**config.mk**
```make
export PLATFORM = sky130hd
export DESIGN_NAME = fpu_addsub_pipe
export DESIGN_NICKNAME = d
export VERILOG_FILES = /design/src/rtl/fpu_addsub_pipe.sv
export SDC_FILE = /design/constraint.sdc
export NUM_CORES = 1
export LEC_CHECK = 0
export BUFFER_PORTS_ARGS = -buffer_cell sky130_fd_sc_hd__buf_2
export CORE_MARGIN = 2
export CORE_UTILIZATION = 50
export DETAILED_ROUTE_END_ITERATION = 10
export PLACE_DENSITY_LB_ADDON = 0.08
export SYNTH_ARGS = -nofsm -noshare
export SYNTH_HDL_FRONTEND = slang
export SYNTH_SLANG_ARGS = --single-unit
```
**constraint.sdc**
```tcl
create_clock -name clk -period 4.15 [get_ports clk]
set_input_delay 0.83 -clock clk [delete_from_list [all_inputs] [get_ports clk]]
set_output_delay 0.83 -clock clk [all_outputs]
set_load 0.005 [all_outputs]
```
**src/rtl/fpu_addsub_pipe.sv**
```systemverilog
// Multi-cycle floating-point adder/subtractor, fixed 6-cycle start-to-done latency.
// Define FPU_ROUND_EN for round-to-nearest (ties away from zero); otherwise the result is truncated.
module fpu_addsub_pipe #(
  parameter int EXP_W = 7,
  parameter int MAN_W = 15
) (
  input  logic             clk,
  input  logic             reset,
  input  logic             start,
  input  logic             sub,
  input  logic             a_s,
  input  logic             b_s,
  input  logic [EXP_W-1:0] a_e,
  input  logic [EXP_W-1:0] b_e,
  input  logic [MAN_W-1:0] a_m,
  input  logic [MAN_W-1:0] b_m,
  output logic             res_s,
  output logic [EXP_W-1:0] res_e,
  output logic [MAN_W-1:0] res_m,
  output logic             zero_flag,
  output logic             overflow_flag,
  output logic             underflow_flag,
  output logic             invalid_flag,
  output logic             busy,
  output logic             done
);

  localparam int XW = EXP_W + 1;
  localparam int SW = MAN_W + 2;
  localparam logic signed [XW-1:0] EMAX_X  = XW'((2 ** (EXP_W - 1)) - 1);
  localparam logic signed [XW-1:0] EMIN_X  = XW'(-(2 ** (EXP_W - 1)));
  localparam logic signed [XW-1:0] ONE_X   = XW'(1);
  localparam logic signed [XW-1:0] EHI_X   = EMAX_X - ONE_X;
  localparam logic signed [XW-1:0] ELO_X   = EMIN_X + ONE_X;
  localparam logic [EXP_W-1:0]     EMAX    = EMAX_X[EXP_W-1:0];
  localparam logic [EXP_W-1:0]     EMIN    = EMIN_X[EXP_W-1:0];
  localparam logic [MAN_W-1:0]     CANON_M = {1'b1, {(MAN_W-1){1'b0}}};
  localparam logic [XW-1:0]        MAN_W_X = XW'(MAN_W);

  // Priority encoder: number of leading zeros above the first set bit.
  function automatic logic [XW-1:0] lead_zeros(input logic [MAN_W:0] v);
    lead_zeros = XW'(MAN_W + 1);
    for (int i = 0; i <= MAN_W; i++)
      if (v[i]) lead_zeros = XW'(MAN_W - i);
  endfunction

  // Returns {carry_out, mantissa}; input is the normalised mantissa with guard bit at the LSB.
  function automatic logic [MAN_W:0] round_man(input logic [MAN_W:0] nm);
`ifdef FPU_ROUND_EN
    round_man = {1'b0, nm[MAN_W:1]} + {{MAN_W{1'b0}}, nm[0]};
`else
    round_man = {1'b0, nm[MAN_W:1]};
`endif
  endfunction

  typedef enum logic [2:0] {
    S_IDLE, S_UNPACK, S_ALIGN, S_ADDSUB, S_NORM, S_ROUND, S_DONE
  } state_t;

  state_t r_state;
  state_t w_next;
  logic   w_accept;

  always_ff @(posedge clk) begin
    if (reset) r_state <= S_IDLE;
    else       r_state <= w_next;
  end

  always_comb begin
    w_next = r_state;
    case (r_state)
      S_IDLE:   if (start) w_next = S_UNPACK;
      S_UNPACK: w_next = S_ALIGN;
      S_ALIGN:  w_next = S_ADDSUB;
      S_ADDSUB: w_next = S_NORM;
      S_NORM:   w_next = S_ROUND;
      S_ROUND:  w_next = S_DONE;
      S_DONE:   w_next = start ? S_UNPACK : S_IDLE;
      default:  w_next = S_IDLE;
    endcase
  end

  always_comb begin
    busy = (r_state == S_UNPACK) || (r_state == S_ALIGN) || (r_state == S_ADDSUB) ||
           (r_state == S_NORM) || (r_state == S_ROUND);
    done = (r_state == S_DONE);
  end

  assign w_accept = start & ~busy;

  // ---- capture: operands latched on an accepted start, B sign made effective
  logic             r_a_s_p0, r_b_s_p0;
  logic [EXP_W-1:0] r_a_e_p0, r_b_e_p0;
  logic [MAN_W-1:0] r_a_m_p0, r_b_m_p0;

  always_ff @(posedge clk) begin
    if (w_accept) begin
      r_a_s_p0 <= a_s;
      r_a_e_p0 <= a_e;
      r_a_m_p0 <= a_m;
      r_b_s_p0 <= b_s ^ sub;
      r_b_e_p0 <= b_e;
      r_b_m_p0 <= b_m;
    end
  end

  // ---- UNPACK: order by magnitude, exponent difference, special operands
  logic             w_a_inf, w_b_inf, w_a_zero, w_b_zero, w_eff_sub, w_a_ge;
  logic             w_l_s;
  logic [EXP_W-1:0] w_l_e, w_s_e;
  logic [MAN_W-1:0] w_l_m, w_s_m;
  logic [XW-1:0]    w_d;
  logic             w_spec, w_spec_s, w_spec_zero, w_spec_inv;
  logic [EXP_W-1:0] w_spec_e;
  logic [MAN_W-1:0] w_spec_m;

  assign w_a_inf   = (r_a_e_p0 == EMAX);
  assign w_b_inf   = (r_b_e_p0 == EMAX);
  assign w_a_zero  = (r_a_e_p0 == EMIN);
  assign w_b_zero  = (r_b_e_p0 == EMIN);
  assign w_eff_sub = r_a_s_p0 ^ r_b_s_p0;
  assign w_a_ge    = ($signed(r_a_e_p0) > $signed(r_b_e_p0)) ||
                     ((r_a_e_p0 == r_b_e_p0) && (r_a_m_p0 >= r_b_m_p0));
  assign w_l_s     = w_a_ge ? r_a_s_p0 : r_b_s_p0;
  assign w_l_e     = w_a_ge ? r_a_e_p0 : r_b_e_p0;
  assign w_l_m     = w_a_ge ? r_a_m_p0 : r_b_m_p0;
  assign w_s_e     = w_a_ge ? r_b_e_p0 : r_a_e_p0;
  assign w_s_m     = w_a_ge ? r_b_m_p0 : r_a_m_p0;
  assign w_d       = {w_l_e[EXP_W-1], w_l_e} - {w_s_e[EXP_W-1], w_s_e};

  always_comb begin
    w_spec      = 1'b1;
    w_spec_s    = 1'b0;
    w_spec_e    = EMAX;
    w_spec_m    = CANON_M;
    w_spec_zero = 1'b0;
    w_spec_inv  = 1'b0;
    if (w_a_inf && w_b_inf && w_eff_sub) begin
      w_spec_inv = 1'b1;
    end else if (w_a_inf) begin
      w_spec_s = r_a_s_p0;
    end else if (w_b_inf) begin
      w_spec_s = r_b_s_p0;
    end else if (w_a_zero && w_b_zero) begin
      w_spec_e    = EMIN;
      w_spec_zero = 1'b1;
    end else if (w_a_zero) begin
      w_spec_s = r_b_s_p0;
      w_spec_e = r_b_e_p0;
      w_spec_m = r_b_m_p0;
    end else if (w_b_zero) begin
      w_spec_s = r_a_s_p0;
      w_spec_e = r_a_e_p0;
      w_spec_m = r_a_m_p0;
    end else begin
      w_spec = 1'b0;
    end
  end

  logic                    r_l_s_p1, r_eff_sub_p1;
  logic signed [XW-1:0]    r_l_e_p1;
  logic [MAN_W-1:0]        r_l_m_p1, r_s_m_p1;
  logic [XW-1:0]           r_d_p1;
  logic                    r_spec_p1, r_spec_s_p1, r_spec_zero_p1, r_spec_inv_p1;
  logic [EXP_W-1:0]        r_spec_e_p1;
  logic [MAN_W-1:0]        r_spec_m_p1;

  always_ff @(posedge clk) begin
    if (r_state == S_UNPACK) begin
      r_l_s_p1       <= w_l_s;
      r_l_e_p1       <= {w_l_e[EXP_W-1], w_l_e};
      r_l_m_p1       <= w_l_m;
      r_s_m_p1       <= w_s_m;
      r_d_p1         <= w_d;
      r_eff_sub_p1   <= w_eff_sub;
      r_spec_p1      <= w_spec;
      r_spec_s_p1    <= w_spec_s;
      r_spec_e_p1    <= w_spec_e;
      r_spec_m_p1    <= w_spec_m;
      r_spec_zero_p1 <= w_spec_zero;
      r_spec_inv_p1  <= w_spec_inv;
    end
  end

  // ---- ALIGN: smaller mantissa plus guard bit shifted right by the exponent difference
  logic [MAN_W:0] w_s_al;
  logic [MAN_W:0] r_s_al_p2;

  assign w_s_al = (r_d_p1 > MAN_W_X) ? '0 : ({r_s_m_p1, 1'b0} >> r_d_p1);

  always_ff @(posedge clk) begin
    if (r_state == S_ALIGN) r_s_al_p2 <= w_s_al;
  end

  // ---- ADDSUB: carry + mantissa + guard; never negative because L >= S
  logic [SW-1:0] w_l_x, w_s_x, w_sum;
  logic [SW-1:0] r_sum_p3;

  assign w_l_x = {1'b0, r_l_m_p1, 1'b0};
  assign w_s_x = {1'b0, r_s_al_p2};
  assign w_sum = r_eff_sub_p1 ? (w_l_x - w_s_x) : (w_l_x + w_s_x);

  always_ff @(posedge clk) begin
    if (r_state == S_ADDSUB) r_sum_p3 <= w_sum;
  end

  // ---- NORM: carry shifts right, otherwise shift left by the leading-zero count
  logic [XW-1:0]        w_lz;
  logic [MAN_W:0]       w_norm_m;
  logic signed [XW-1:0] w_norm_e;
  logic                 w_cancel;
  logic [MAN_W:0]       r_nm_p4;
  logic signed [XW-1:0] r_ne_p4;
  logic                 r_cancel_p4;

  assign w_lz     = lead_zeros(r_sum_p3[MAN_W:0]);
  assign w_cancel = (r_sum_p3 == '0);

  always_comb begin
    if (r_sum_p3[SW-1]) begin
      w_norm_m = r_sum_p3[SW-1:1];
      w_norm_e = r_l_e_p1 + ONE_X;
    end else begin
      w_norm_m = r_sum_p3[MAN_W:0] << w_lz;
      w_norm_e = r_l_e_p1 - $signed(w_lz);
    end
  end

  always_ff @(posedge clk) begin
    if (r_state == S_NORM) begin
      r_nm_p4     <= w_norm_m;
      r_ne_p4     <= w_norm_e;
      r_cancel_p4 <= w_cancel;
    end
  end

  // ---- ROUND: rounding, renormalisation, range check and result selection
  logic [MAN_W:0]       w_rnd;
  logic [MAN_W-1:0]     w_fin_m;
  logic signed [XW-1:0] w_fin_e;
  logic                 w_res_s, w_zero, w_ovf, w_unf, w_inv;
  logic [EXP_W-1:0]     w_res_e;
  logic [MAN_W-1:0]     w_res_m;

  assign w_rnd   = round_man(r_nm_p4);
  assign w_fin_m = w_rnd[MAN_W] ? CANON_M : w_rnd[MAN_W-1:0];
  assign w_fin_e = w_rnd[MAN_W] ? (r_ne_p4 + ONE_X) : r_ne_p4;

  always_comb begin
    w_res_s = 1'b0;
    w_res_e = EMIN;
    w_res_m = CANON_M;
    w_zero  = 1'b0;
    w_ovf   = 1'b0;
    w_unf   = 1'b0;
    w_inv   = 1'b0;
    if (r_spec_p1) begin
      w_res_s = r_spec_s_p1;
      w_res_e = r_spec_e_p1;
      w_res_m = r_spec_m_p1;
      w_zero  = r_spec_zero_p1;
      w_inv   = r_spec_inv_p1;
    end else if (r_cancel_p4) begin
      w_zero = 1'b1;
    end else if (w_fin_e > EHI_X) begin
      w_res_s = r_l_s_p1;
      w_res_e = EMAX;
      w_ovf   = 1'b1;
    end else if (w_fin_e < ELO_X) begin
      w_unf  = 1'b1;
      w_zero = 1'b1;
    end else begin
      w_res_s = r_l_s_p1;
      w_res_e = w_fin_e[EXP_W-1:0];
      w_res_m = w_fin_m;
    end
  end

  always_ff @(posedge clk) begin
    if (reset) begin
      res_s          <= 1'b0;
      res_e          <= EMIN;
      res_m          <= CANON_M;
      zero_flag      <= 1'b0;
      overflow_flag  <= 1'b0;
      underflow_flag <= 1'b0;
      invalid_flag   <= 1'b0;
    end else if (r_state == S_ROUND) begin
      res_s          <= w_res_s;
      res_e          <= w_res_e;
      res_m          <= w_res_m;
      zero_flag      <= w_zero;
      overflow_flag  <= w_ovf;
      underflow_flag <= w_unf;
      invalid_flag   <= w_inv;
    end
  end

endmodule

```
==> results.tsv, run 1 <==
stage	metric	value	unit
placed_design	dp_slack	362	ps
critical_path	crit_path_max_incr_delay	510	ps
critical_path	r2r_cells	15	
routing	drtPass1Iterations	5	
clocking	clock_latency	510	ps
die	rows	55	
power	ir_drop	0.000358	V
synthesis	synth-async-reset-ratio	0	%
synthesis	synth_seq_cells	206	
status	status	finished, final reports clean	
placed_design	gp_congestion	0.897	
routing	drt_wl_total	28200	um
timing	min_period	3790	ps
synthesis	yosysTopAreaCellShare	45.7	%
routing	wire_per_inst	19.3	um
cells_and_area	drive_above_1_share	15.4	%
critical_path	crit_type	reg -> reg	
timing	worst_slew_pin_slew	1010	ps
synthesis	yosys-mux-area-fraction	6.54	%
critical_path	critPathMaxFanout	10	
routing	num_vias	8518	
clocking	htreeDepth	1	
die	core	22700	um2
power	leakage	4.99	nW
synthesis	synth_top_family_by_area	compound AO/OA/AOI/OAI gates	
power	p_switching	1.59	mW
critical_path	slowest_stage	o22ai_2	
timing	worst_hold_slack	445	ps
power	p_clk_share	34.0	%
synthesis	yosysTopAreaCell	edfxtp_1	
timing	fin_skew	10.7	ps
worst_hold_path	hold_start	invalid_flag	
cells_and_area	syn_to_final_growth	12.1	%
die	ios	79	
routing	via_per_inst	5.83	
run	maxCapViolations	0	
routing	route.detailed.drc	0	
global_route	antenna_found_initial	0	
clocking	cts_buffers	23	
clocking	clock-root-buffer	clkbuf_16	
synthesis	yosysMostFrequentCell	edfxtp_1	
worst_hold_path	hold_path_class	reg -> reg	
synthesis	synth-compound-area-share	15.7	%
synthesis	synth_edf_count	176	
power	pwr-share-comb	19.1	%
synthesis	synth_warnings	0	
global_route	grt_max_degree	57	
synthesis	synth_xor_area_share	2.12	%
synthesis	synth_area_per_cell	10.6	um2
power	power_density	436	nW/um2
routing	ant_nets	0	
power	seq_power_share	46.8	%
synthesis	synth_area	11600	um2
critical_path	crit_buf_inv	1	
timing	max_freq	264	MHz
placed_design	place_hpwl	21200	um
critical_path	reg2reg_from	r_sum_p3[1]	
timing	final_max_slew_viol_count	0	
worst_hold_path	hold_end	invalid_flag	
clocking	cts_hold_buf	0	
cells_and_area	fillers	1962	
die	die_h	156	um
timing	setup-violations-final	0	
power	power_switching_share	28.2	%
critical_path	cp_top_family	compound AO/OA/AOI/OAI gates	
placed_design	dpl_cell_area	12300	um2
clocking	cts_setup_buffers	0	
synthesis	ys.flop_type	edfxtp_1	
global_route	grt_pass1_wl	44400	um
synthesis	synth_cells	1091	
synthesis	synth_adder_area_share	7.11	%
die	die_x	156	um
synthesis	synth_area_leaders	edfxtp_1 (46%), ha_1 (6.6%), dfxtp_1 (5.2%)	
critical_path	path_cells	nand2b_1 -> a221oi_1 -> o41ai_1 -> o22ai_2 -> inv_1 -> ha_1 -> nor2b_1 -> ha_1 -> a21o_1 -> a21oi_1 -> o21bai_1 -> a21oi_1 -> o21bai_1 -> a21oi_1 -> xnor2_1	
critical_path	cp.required	4420	ps
power	p_int	4.07	mW
timing	worst_slack	359	ps
die	start_util	51.0	%
synthesis	syn_nets	1205	
synthesis	yosysSeqAreaShare	50.8	%
cells_and_area	fin_nets	1274	
cells_and_area	final_cell_area	13000	um2
global_route	track_usage	23.5	%
critical_path	r2r-end	r_ne_p4[7]	
critical_path	cpMostUsedCell	a21oi_1	
synthesis	synth.distinct_cells	78	
global_route	grt_overflow_total	0	
placed_design	io_buffers	78	
critical_path	cp.arrival	4060	ps
timing	fin_setup_tns	0	ps
routing	first_iter_violations	706	
critical_path	cp-start-kind	flip-flop	
clocking	cts_sinks	206	
timing	rsz0062_at_grt	false	
timing	slew_headroom	32.4	%
synthesis	yosys-top-cells-count	edfxtp_1 (176), nor2_1 (97), nand2_1 (89)	
global_route	grt_pass1_vias	8010	
die	dieArea	24400	um2
clocking	cts_buffer_depth	3	
clocking	clk_pin_slew_worst_paths	60	ps
critical_path	cp-end-kind	flip-flop	
critical_path	reg2reg_slack	360	ps
cells_and_area	diodes	0	
worst_hold_path	hold_depth	2	
clocking	cts_tree	done	
timing	final_hold_viol_count	0	
clocking	cts_resized	0	
synthesis	synth-simple-area-share	13.4	%
timing	fin_crit_sh	91.4	%
registers in the layout, summed over array words and instances, names as in the netlist, 8 cells and up:
| signal | cells |
|---|---|
| r_a_m_p0 | 15 |
| r_b_m_p0 | 15 |
| r_d_p1 | 8 |
| r_l_m_p1 | 15 |
| r_ne_p4 | 8 |
| r_nm_p4 | 15 |
| r_s_al_p2 | 16 |
| r_s_m_p1 | 15 |
| r_spec_m_p1 | 15 |
| r_sum_p3 | 17 |
| res_m | 15 |
worst max path at each step:
stage	slack [ps]	to	start	cells after the start
6_report	360	r_ne_p4[7]	r_sum_p3[1]	15
5_1_grt	130	r_ne_p4[7]	r_sum_p3[1]	15
4_1_cts	350	r_ne_p4[7]	r_sum_p3[1]	15
3_5_place_dp	360	r_ne_p4[7]	r_sum_p3[1]	15
3_3_place_gp	440	r_ne_p4[7]	r_sum_p3[1]	15
2_1_floorplan	60	r_d_p1[0]	r_state[1]	2
final cells by class:
class	count	area (um2)	area share, %
Clock buffer	27	591	4.55
Multi-Input combinational cell	760	5220	40.2
Timing Repair Buffer	97	533	4.11
Tap cell	285	357	2.75
Inverter	72	270	2.08
Sequential cell	206	5890	45.3
Clock inverter	15	123	0.945
logic make-up (layout without fill, tap and decap cells):
kind of cell               count (synthesis)  in the layout
buffers and inverters                    125            211
DFF                                      206            206
muxes                                     66             66
xor gates and xnor gates                  28             28
AOI/OAI and AO/OA                        276            276
and+or+nand+nor                          326            326
adders and majority gates                 64             64
worst reg2reg max path: cells and delay by family, from the launching register on:
| kind | cells | cell delay (ps) |
|---|---|---|
| AO/OA/AOI/OAI | 9 | 1930 |
| flip-flops | 1 | 450 |
| adder cells (fa/ha/maj) | 2 | 580 |
| buffers and inverters | 1 | 100 |
| AND/OR/NAND/NOR | 2 | 400 |
| XOR/XNOR | 1 | 90 |
cell usage in the layout (no fill, tap or decap), types with 13 or more instances in the layout:
| master | count |
|---|---|
| buf_4 | 19 |
| a221oi_1 | 18 |
| a211oi_1 | 20 |
| nor2_1 | 95 |
| dfxtp_1 | 30 |
| edfxtp_1 | 176 |
| ha_1 | 61 |
| mux2_2 | 23 |
| nor3_1 | 37 |
| nor2b_1 | 13 |
| inv_1 | 71 |
| a21oi_1 | 83 |
| nand3_1 | 20 |
| mux2i_1 | 37 |
| nand2_1 | 89 |
| buf_2 | 78 |
| xnor2_1 | 20 |
| clkbuf_16 | 23 |
| o21ai_0 | 54 |
power by group through the flow:
stage / sequential, mW / clock (mW) / combinational (mW)
after floorplan: 2.61 / 0 / 0.839
after global placement: 2.69 / 0 / 1.07
after detailed placement: 2.69 / 0 / 1.07
after CTS: 2.65 / 1.98 / 1.08
after global routing: 2.67 / 2.06 / 1.21
final: 2.65 / 1.93 / 1.08
layer usage:
metal	part of all wire, %	global-route usage, %	up-vias	wire length [um]
met4	3.3	7.86	0	923
met3	5.3	2.78	52	1490
met1	46	33.4	4009	12900
met5	0	0	-	0
li1	-	-	4192	-
met2	46	37.6	265	12900
stage by stage:
| step | power, mW | util [%] | instances |
|---|---|---|---|
| finish | 5.66 | 57.2 | 1462 |
| global route | 5.94 | 57.2 | 1462 |
| CTS | 5.71 | 57.2 | 1462 |
| detailed placement | 3.76 | 54.0 | 1420 |
| global placement | 3.76 | 54.0 | 1420 |
| floorplan | 3.45 | - | 1091 |
Note: power is estimated with default switching activity, not from simulation.
==> inputs of run 2 (changes only) <==
SKIP_LAST_GASP = 1   (was unset)
clock period = 3.86 ns   (was 4.15 ns; I/O delays follow)
==> run 2 against run 1 <==
Combinational power increased by 11%; register-to-register slack got worse by 60 ps; clock skew increased by 5.8 ps; critical path depth unchanged; sequential power increased by 7%; critical endpoint unchanged; die area unchanged; worst setup slack got worse by 56 ps.
==> results.tsv, run 2 (synthesis results as in run 1) <==
stage	metric	value	unit	change
status	status	finished, final reports clean		
clocking	cts_buffers	24		+4.3%
global_route	busiest_layer	met2		
timing	min_period	3560	ps	-234 ps
clocking	cts_hold_buf	0		unchanged
power	leakage	5.08	nW	+1.9%
critical_path	crit_type	reg -> reg		
routing	ant_nets	0		unchanged
timing	fin_setup_tns	0	ps	unchanged
critical_path	critPathMaxFanout	7		-3
global_route	grt_pass1_vias	8105		+1.2%
timing	fin_skew	16.5	ps	+5.79 ps
routing	first_iter_violations	738		+4.5%
die	core	22700	um2	unchanged
clocking	cts_buffer_depth	3		unchanged
die	die_x	156	um	unchanged
global_route	grt_use_met1	32.1	%	-1.2 points
cells_and_area	drive_above_1_share	16.3	%	+0.97 points
routing	route.detailed.drc	0		unchanged
cells_and_area	top_regs	r_sum_p3 (17), r_s_al_p2 (16)		
placed_design	place_hpwl	21200	um	about the same
timing	worst_hold_slack	425	ps	-20.4 ps
cells_and_area	fin_util	57.9	%	+0.77 points
cells_and_area	final_cell_mix	edfxtp_1 (176), nor2_1 (96), nand2_1 (89), a21oi_1 (83), buf_2 (78)		
placed_design	io_buffers	78		unchanged
timing	worst_slew_pin_slew	1040	ps	+33.9 ps
global_route	grt_util_met2	38.4	%	+0.82 points
timing	final_hold_viol_count	0		unchanged
clocking	clock-root-buffer	clkbuf_16		
clocking	htreeDepth	1		unchanged
placed_design	dpl_cell_area	12400	um2	+0.78%
worst_hold_path	hold_path_class	in -> reg		
global_route	antenna_found_initial	0		unchanged
cells_and_area	max_flop_register	r_sum_p3		
routing	via_per_inst	5.82		-0.19%
power	ir_drop	0.000420	V	+17%
cells_and_area	largest_register_ffs	17		unchanged
timing	slew_headroom	30.3	%	-2.1 points
routing	drt_wl_total	28200	um	+0.19%
timing	worst_slack	302	ps	-56.3 ps
cells_and_area	final_common_cell	edfxtp_1		
power	power_density	477	nW/um2	+9.4%
cells_and_area	final_cell_area	13200	um2	+1.3%
global_route	grt_use_met3	3.58	%	+0.81 points
run	maxCapViolations	0		unchanged
routing	drtPass1Iterations	5		unchanged
clocking	cts_sinks	206		unchanged
routing	wire_per_inst	19.1	um	-0.90%
die	rows	55		unchanged
clocking	clk_pin_slew_worst_paths	60	ps	about the same
timing	rsz0062_at_grt	false		
critical_path	cp.required	4120	ps	-300 ps
clocking	clock_latency	520	ps	about the same
cells_and_area	syn_to_final_growth	13.6	%	
placed_design	dp.cells	1433		+0.92%
die	start_util	51.0	%	unchanged
clocking	cts_tree	done		
timing	fin_crit_sh	92.2	%	+0.81 points
global_route	track_usage	23.3	%	-0.19 points
global_route	grt_pass1_wl	43900	um	-1.3%
cells_and_area	fin_nets	1289		+1.2%
cells_and_area	final_cells	1478		+1.1%
timing	max_freq	281	MHz	+6.6%
critical_path	cp-end-kind	flip-flop		
die	die_h	156	um	unchanged
global_route	grt_max_degree	74		+30%
placed_design	gp_congestion	0.926		+3.3%
critical_path	cp.arrival	3810	ps	-250 ps
cells_and_area	diodes	0		unchanged
critical_path	cp-start-kind	flip-flop		
placed_design	dp_slack	197	ps	-164 ps
timing	final_max_slew_viol_count	0		unchanged
timing	setup-violations-final	0		unchanged
die	dieArea	24400	um2	unchanged
routing	num_vias	8595		+0.90%
die	ios	79		unchanged
global_route	grt_overflow_total	0		unchanged
power	p_total	6.27	mW	+11%
[run 2: worst paths after layout]
kind / from / endpoint / slack, ps / cells after the start
setup / recovery: r_sum_p3[1] / r_ne_p4[7] / 300 / 15
hold reg to reg: res_e[6] / res_e[6] / 460 / 1
setup reg to reg: r_sum_p3[1] / r_ne_p4[7] / 300 / 15
hold / removal: a_e[0] / r_a_e_p0[0] / 420 / 1
[run 2: power by group]
group / internal [mW] / leakage (nW) / total (mW) / switching [mW]
registers: 2.67 / 1.87 / 2.83 / 0.160
logic: 0.492 / 2.84 / 1.20 / 0.708
clock network: 1.38 / 0.375 / 2.24 / 0.862
[run 2: worst max-delay path, cell delays in order, from the launching register on]
cell and delay, ps:
edfxtp_1 450, nand2b_1 180, a221oi_1 270, o41ai_1 120, o22ai_2 400, inv_1 90
ha_1 280, nor2b_1 220, ha_1 270, a21o_1 150, a21oi_1 230, o21bai_1 110
a21oi_1 200, o21bai_1 80, a21oi_1 170, xnor2_1 90
[run 2: metal layers]
metal	wire, um	vias up
li1	-	4208
met1	12500	4052
met2	13300	288
met3	1700	47
met4	775	0
met5	0	-
[run 2: cell type report]
type | count | area [um2]
Tap cell | 285 | 357
Clock buffer | 31 | 648
Sequential cell | 206 | 5890
Fill cell | 1973 | 9550
Timing Repair Buffer | 111 | 638
Clock inverter | 13 | 138
Multi-Input combinational cell | 760 | 5220
Inverter | 72 | 270
[run 2: what timing repair did]
| action | 4_1_cts | 5_1_grt |
|---|---|---|
| gates resized for setup | 0 | 0 |
| setup endpoints to repair | 0 | 1 |
| setup buffers | 0 | 1 |
